### src/rtl/score_tally.sv
// Round-based scorekeeper for four players: accumulates saturating per-player
// totals over ROUNDS accepted score vectors, then registers the leader mask.

module score_tally_lane #(
    parameter int CNT_W = 4
) (
    input  logic [CNT_W-1:0] tot,
    input  logic             inc,
    output logic [CNT_W-1:0] nxt
);
    // Each player saturates independently at all-ones.
    always_comb begin
        nxt = tot;
        if (inc && (tot != {CNT_W{1'b1}})) nxt = tot + CNT_W'(1);
    end
endmodule

module score_tally #(
    parameter int ROUNDS = 8,
    parameter int CNT_W  = 4,
    localparam int RC_W  = $clog2(ROUNDS + 1)
) (
    input  logic               clk,
    input  logic               rst_n,
    input  logic               start,
    input  logic               score_valid,
    input  logic [3:0]         score,
    output logic               ready,
    output logic [4*CNT_W-1:0] totals,
    output logic [RC_W-1:0]    round_cnt,
    output logic               busy,
    output logic               done,
    output logic [3:0]         winner
);
    localparam int NUM_P = 4;
    localparam logic [RC_W-1:0] LAST_RND = RC_W'(ROUNDS - 1);

    typedef enum logic [1:0] {IDLE, RUN, CALC, DONE} state_t;

    state_t                        state_q, state_d;
    logic [NUM_P-1:0][CNT_W-1:0]   tot_q, tot_d, tot_nxt;
    logic [RC_W-1:0]               rc_q, rc_d;
    logic [3:0]                    win_q, win_d, win_mask;
    logic                          busy_q, busy_d, done_q, done_d;
    logic [CNT_W-1:0]              max_tot;
    logic                          accept;

    for (genvar i = 0; i < NUM_P; i++) begin : g_lane
        score_tally_lane #(.CNT_W(CNT_W)) u_lane (
            .tot (tot_q[i]),
            .inc (score[i]),
            .nxt (tot_nxt[i])
        );
    end

    always_comb begin
        max_tot = '0;
        for (int i = 0; i < NUM_P; i++)
            if (tot_q[i] > max_tot) max_tot = tot_q[i];
        win_mask = '0;
        // An all-zero game has no leader.
        for (int i = 0; i < NUM_P; i++)
            win_mask[i] = (max_tot != '0) && (tot_q[i] == max_tot);
    end

    assign accept = score_valid && (state_q == RUN);

    always_comb begin
        state_d = state_q;
        tot_d   = tot_q;
        rc_d    = rc_q;
        win_d   = win_q;
        case (state_q)
            IDLE, DONE: begin
                if (start) begin
                    state_d = RUN;
                    tot_d   = '0;
                    rc_d    = '0;
                    win_d   = '0;
                end
            end
            RUN: begin
                if (accept) begin
                    tot_d = tot_nxt;
                    rc_d  = rc_q + RC_W'(1);
                    if (rc_q == LAST_RND) state_d = CALC;
                end
            end
            CALC: begin
                win_d   = win_mask;
                state_d = DONE;
            end
            default: state_d = IDLE;
        endcase
        busy_d = (state_d == RUN) || (state_d == CALC);
        done_d = (state_d == DONE);
    end

    always_ff @(posedge clk or negedge rst_n) begin
        if (!rst_n) begin
            state_q <= IDLE;
            tot_q   <= '0;
            rc_q    <= '0;
            win_q   <= '0;
            busy_q  <= 1'b0;
            done_q  <= 1'b0;
        end else begin
            state_q <= state_d;
            tot_q   <= tot_d;
            rc_q    <= rc_d;
            win_q   <= win_d;
            busy_q  <= busy_d;
            done_q  <= done_d;
        end
    end

    assign ready     = (state_q == RUN);
    assign totals    = tot_q;
    assign round_cnt = rc_q;
    assign busy      = busy_q;
    assign done      = done_q;
    assign winner    = win_q;
endmodule

### config.mk
export PLATFORM = sky130hd
export DESIGN_NAME = score_tally
export DESIGN_NICKNAME = d
export VERILOG_FILES = /design/src/rtl/score_tally.sv
export SDC_FILE = /design/constraint.sdc
export NUM_CORES = 1
export LEC_CHECK = 0
export ABC_AREA = 1
export BUFFER_PORTS_ARGS = -buffer_cell sky130_fd_sc_hd__buf_4
export CORE_MARGIN = 2
export CORE_UTILIZATION = 25
export DETAILED_ROUTE_END_ITERATION = 16
export GPL_TIMING_DRIVEN = 0
export SLEW_MARGIN = 20
export SYNTH_ARGS = -nofsm -noshare
export SYNTH_HDL_FRONTEND = slang
export SYNTH_SLANG_ARGS = --single-unit
### constraint.sdc
create_clock -name clk -period 4.9 [get_ports clk]
set_clock_uncertainty 0.2 [all_clocks]
set_input_delay 0.245 -clock clk [delete_from_list [all_inputs] [get_ports clk]]
set_output_delay 0.245 -clock clk [all_outputs]
set_load 0.005 [all_outputs]
[After elaboration in Yosys (flattened, before gate mapping)]
Index checks and enable logic that the tools add are counted.
Cells by class
  add/sub/neg operators: 5
  eq/ne operators: 21
  magnitude comparators: 4
  mux-type cells: 19
  reduce and logical (&&, ||, !) cells: 21
Operators by type and width (count)
  2-to-1 mux 4 bit: 10
  2-to-1 mux 16 bit: 2
  one-hot mux 16 bit (2 select lines): 1
  adder 4 x 1 -> 4 bit, second input constant: 5
  == test 4 bit: 4
  != test 4 bit, second input constant: 4
  one-hot mux 4 bit (2 select lines): 2
  AND reduction 4 bit: 4
  greater-than comparator 4 bit: 3
  != test 2 x 1 -> 1 bit, second input constant: 5
  logical AND 1 bit: 9
  == test 2 bit, second input constant: 4
  2-to-1 mux 2 bit: 3
  one-hot mux 2 bit (3 select lines): 1
  == test 2 x 1 -> 1 bit, second input constant: 2
  == test 4 x 3 -> 1 bit, second input constant: 1
  greater-than comparator 4 x 1 -> 1 bit, second input constant: 1
  nonzero test 2 bit: 2
  nonzero test 4 bit: 1
  AND reduction 3 bit: 1
  zero test 2 bit: 1
  != test 2 bit, second input constant: 1
  AND reduction 2 bit: 1
  OR reduction 2 bit: 1
  logical OR 1 bit: 1
Word-level totals
  flip-flop bits (word level): 28
  logic and storage cells: 79

[Longest topological paths before layout]
  word-level depth: 11
  gate-level depth with buffers: 35
  gate-level depth less buffers: 35

[By module]
A second synthesis with hierarchy kept.
Unflattened totals
  cells, all modules: 366
  area total of the unflattened synthesis: 2491.1 sq um
By module, submodules not included
  score_tally: seq. area each 700.7 sq um, cells an instance 286, instances 1, area an instance 2065.7 sq um
  score_tally_lane: seq. area each 0.0 sq um, cells an instance 20, instances 4, area an instance 106.4 sq um

[Least setup slack after synthesis]
Ideal clock, no wire load.
  path kind: reg2reg
  start point: reg tot_q, in the netlist totals[0]
  end point: reg win_q[3] (netlist: winner[3])
  data required time: 4.584 ns
  buffers on the path: 1
  stages on the path, launching flop included: 28
  setup slack: 0.617 ns
  setup time: 0.116 ns
  data arrival time: 3.967 ns
  cell sequence: dfrtp_1 inv_1 ha_1 a31oi_1 ha_1 nand3_2 nand2_4 o21ai_0 inv_1 ha_1 nand2_2 nor2_4 nand3_4 nand2_8 nand2_4 and2_4 ha_1 a21oi_1 o21ai_0 nand2_1 buf_4 nand3_4 nand2_2 nand2_2 nor2_4 nor2_1 nand2_1 nand2_1
Between the ends
  cells in the longest elaborated chain, start to end: 11
  elaborated cells between the ends (all ways): 12
Ends and longest elaborated chain
  start, declared: RTL line 41  | logic [NUM_P-1:0][CNT_W-1:0] tot_q, tot_d, tot_nxt;
  start signal, assigned: RTL line 109  | tot_q <= tot_d;
  greater-than comparator 4 x 1 -> 1 bit: RTL line 59  | if (tot_q[i] > max_tot) max_tot = tot_q[i];
  2-to-1 mux 4 bit *: RTL line 59
  greater-than comparator 4 bit: RTL line 59
  2-to-1 mux 4 bit *: RTL line 59
  greater-than comparator 4 bit: RTL line 59
  2-to-1 mux 4 bit *: RTL line 59
  greater-than comparator 4 bit: RTL line 59
  2-to-1 mux 4 bit *: RTL line 59
  == test 4 bit / nonzero test 4 bit (equally long branches): RTL line 63  | win_mask[i] = (max_tot != '0) && (tot_q[i] == max_tot);
  logical AND 1 bit *: RTL line 63
  one-hot mux 4 bit (2 select lines) *: RTL line 73  | case (state_q)
  end signal, assigned: RTL line 111  | win_q <= win_d;
  end, declared: RTL line 43  | logic [3:0] win_q, win_d, win_mask;
Every way passes the cells marked *; elsewhere a longest branch is shown, timed or not.
A chain may end at the register's enable or synchronous reset.

[Worst setup path after layout]
  start point: reg tot_q, in the netlist totals[0]
  end point: reg win_q[2] (netlist: winner[2])
Same word-level chain as after synthesis.

==> flow_summary.toml <==
[outcome]
status = "completed"

[floorplanning]
die_h_um = 101
core_sq_um = 9240
fp.dieW_um = 101
ios = 35
fp-row-count = 35
initial_core_util = 0.257
die-area_sq_um = 10300

[place]
io_buffers = 34
dp_hpwl_um = 5130
globalplace.congestion = 0.898

[final_layout]
final_nets = 399
fillCellCount = 1012
drive_gt1_frac = 0.275
num_antenna_cells = 0
area_growth_pct = 25.1

[global_routing]
antenna_found_initial = 0
busiest_layer = "met2"
grt_pass1_vias = 2240
grt_first_pass_wirelength_um = 11000
grt_util_all_layers = 0.133
grt_max_degree = 29
gr-total-overflow = 0
use_met2 = 0.229
met3_usage = 0.0110
use_met1 = 0.187

[logic_synthesis]
synth_compound_area_frac = 0.103
synth_edf_count = 0
ys_seq_area_frac = 0.295
synthFlopType = "dfrtp_1"
yosysWarningCount = 0
synth_cell_types = 27
ys_async_sr_fraction = 1.00
synth_top_family_by_area = "simple AND/OR/NAND/NOR gates"
synth-seq-cells = 28
post-synth-top-area-cell = "dfrtp_1"
ys_top_cells_by_area = "dfrtp_1 29%, nand2_1 12%, ha_1 10%, nand3_1 8.8%, inv_1 6.3%"
syn-cell-area_sq_um = 2380
synthXorXnorAreaFrac = 0.00737
syn_inst = 325
synth_top_area_frac = 0.295
avgSynthCellArea_sq_um = 7.31
synth_top_cells_by_count = "77 x nand2_1, 42 x nand3_1, 40 x inv_1"
synthAdderAreaFrac = 0.100
muxShareOfSynthArea = 0
yosys.area_share.simple = 0.417
syn_nets = 352
yosys.cell_count.top_type = "nand2_1"

[sta]
rsz0062_at_grt = "no"
hold_violations = 0
drv_slew = 0
finalCritPeriodShare = 0.921
hold-worst-slack_ps = 118
fin_crit_ps = 4510
timing.fmax_mhz = 222
worst_pin_slew_ps = 695
slew_headroom = 0.533
setup-violations-final = 0

[route]
drc = 0
drtPass1Iterations = 4
viasPerCell = 4.62
drtIter0Drc = 133
vias = 2310
ant_nets = 0
wl_per_cell_um = 13.3
wl_um = 6660

[clocking]
cts_tree = "built"
htreeDepth = 1
clk_latency_ps = 280
clockRootBuffer = "clkbuf_8"
cts.path.max_buffers = 2
path_clk_slew_ps = 100
cts_made_buffers = 3
clock_sinks = 28

[critical_path]
r2r_start = "totals[0]$_DFFE_PN0P_"
crit_fanout = 7
r2r_setup_slack_ps = 390
critPathMaxStageDelay_ps = 400
critPathArrivalTime_ps = 4530
slowest_stage = "dfrtp_2"
cp_common_cell = "nand2_1"
critPathRequiredTime_ps = 4920
crit_type = "flip-flop to flip-flop"
worst_r2r_path_depth = 33
r2r-end = "winner[2]$_DFFE_PN0P_"
end_kind = "flip-flop"
start_kind = "flip-flop"

[flow_run]
max_cap_viol_count = 0

[min_path]
worstHoldStart = "start"
holdPathStages = 4
hold_path_class = "input port to flip-flop"
hold_end = "winner[2]$_DFFE_PN0P_"
==> state kept, by name (all words and copies together), names as in the netlist <==
signal	cells
winner	4
state_q	2
round_cnt	4
busy	1
totals	16
done	1
==> per-layer routing <==
metal  wire (um)  vias to the layer above
met5           0                        -
met3         173                        2
met1        3190                     1102
li1            -                     1168
met2        3270                       38
met4          19                        0
==> kinds of logic after synthesis <==
logic type | count (synthesis)
and+or+nand+nor | 182
buffers and inverters | 48
AOI/OAI and AO/OA | 46
DFF | 28
adders and majority gates | 19
xor gates and xnor gates | 2
==> timing repair <==
action / in CTS / in global routing
hold buffers: 1 / 0
setup endpoints to repair: 4 / 4
gates resized for setup: 1 / 18
buffers inserted: 0 / 7
hold endpoints to repair: 28 / 0
pin swaps: 0 / 6
==> how the worst max path moves through the flow <==
stage / startpoint / to
6_report: totals[0]$_DFFE_PN0P_ / winner[2]$_DFFE_PN0P_
5_1_grt: totals[0]$_DFFE_PN0P_ / winner[2]$_DFFE_PN0P_
4_1_cts: totals[0]$_DFFE_PN0P_ / winner[2]$_DFFE_PN0P_
3_5_place_dp: totals[0]$_DFFE_PN0P_ / winner[0]$_DFFE_PN0P_
3_3_place_gp: totals[1]$_DFFE_PN0P_ / winner[0]$_DFFE_PN0P_
2_1_floorplan: totals[0]$_DFFE_PN0P_ / winner[3]$_DFFE_PN0P_
==> cells in the final DEF (no fill, tap or decap), drive strengths merged <==
| cell | count |
|---|---|
| inv | 45 |
| nand4 | 5 |
| and2 | 1 |
| a32oi | 1 |
| o21bai | 1 |
| nor2 | 26 |
| a31oi | 1 |
| nand3 | 52 |
| buf | 42 |
| dlygate4sd3 | 1 |
| bufinv | 1 |
| nand2 | 98 |
| dfrtp | 28 |
| xor2 | 2 |
| clkbuf | 5 |
| a21oi | 19 |
| o21a | 1 |
| ha | 19 |
| a32o | 1 |
| o21ai | 22 |
==> through the flow <==
stage                util  area (sq um)  worst slack (ps)  setup TNS [ps]  cells
floorplan               -          2380               617               0    325
global placement    0.302          2790              94.3               0    488
detailed placement  0.302          2790             -17.8           -41.4    488
CTS                 0.311          2870              31.6               0    493
global route        0.322          2970              28.0               0    500
finish              0.322          2970               389               0    500
==> final cells by class <==
cell class                 count  area (sq um)  area share
buffer                         3          18.8     0.00631
clock buffer                   3          41.3      0.0139
clock inverter                 1          30.0      0.0101
inverter                      45           169      0.0568
multi-input combinational    249          1530       0.515
sequential                    28           703       0.237
tap                          129           161      0.0543
timing repair buffer          42           318       0.107
==> worst max-delay path: cells and delay by family (launching register included) <==
| kind | cells | cell delay (ps) |
|---|---|---|
| flip-flops | 1 | 400 |
| buffers and inverters | 4 | 360 |
| AND/OR/NAND/NOR | 21 | 1970 |
| AO/OA/AOI/OAI | 4 | 530 |
| adder cells (fa/ha/maj) | 4 | 990 |
Power is not shown: default switching activity piles up to over one toggle a cycle in this logic, so the estimate is an artifact.
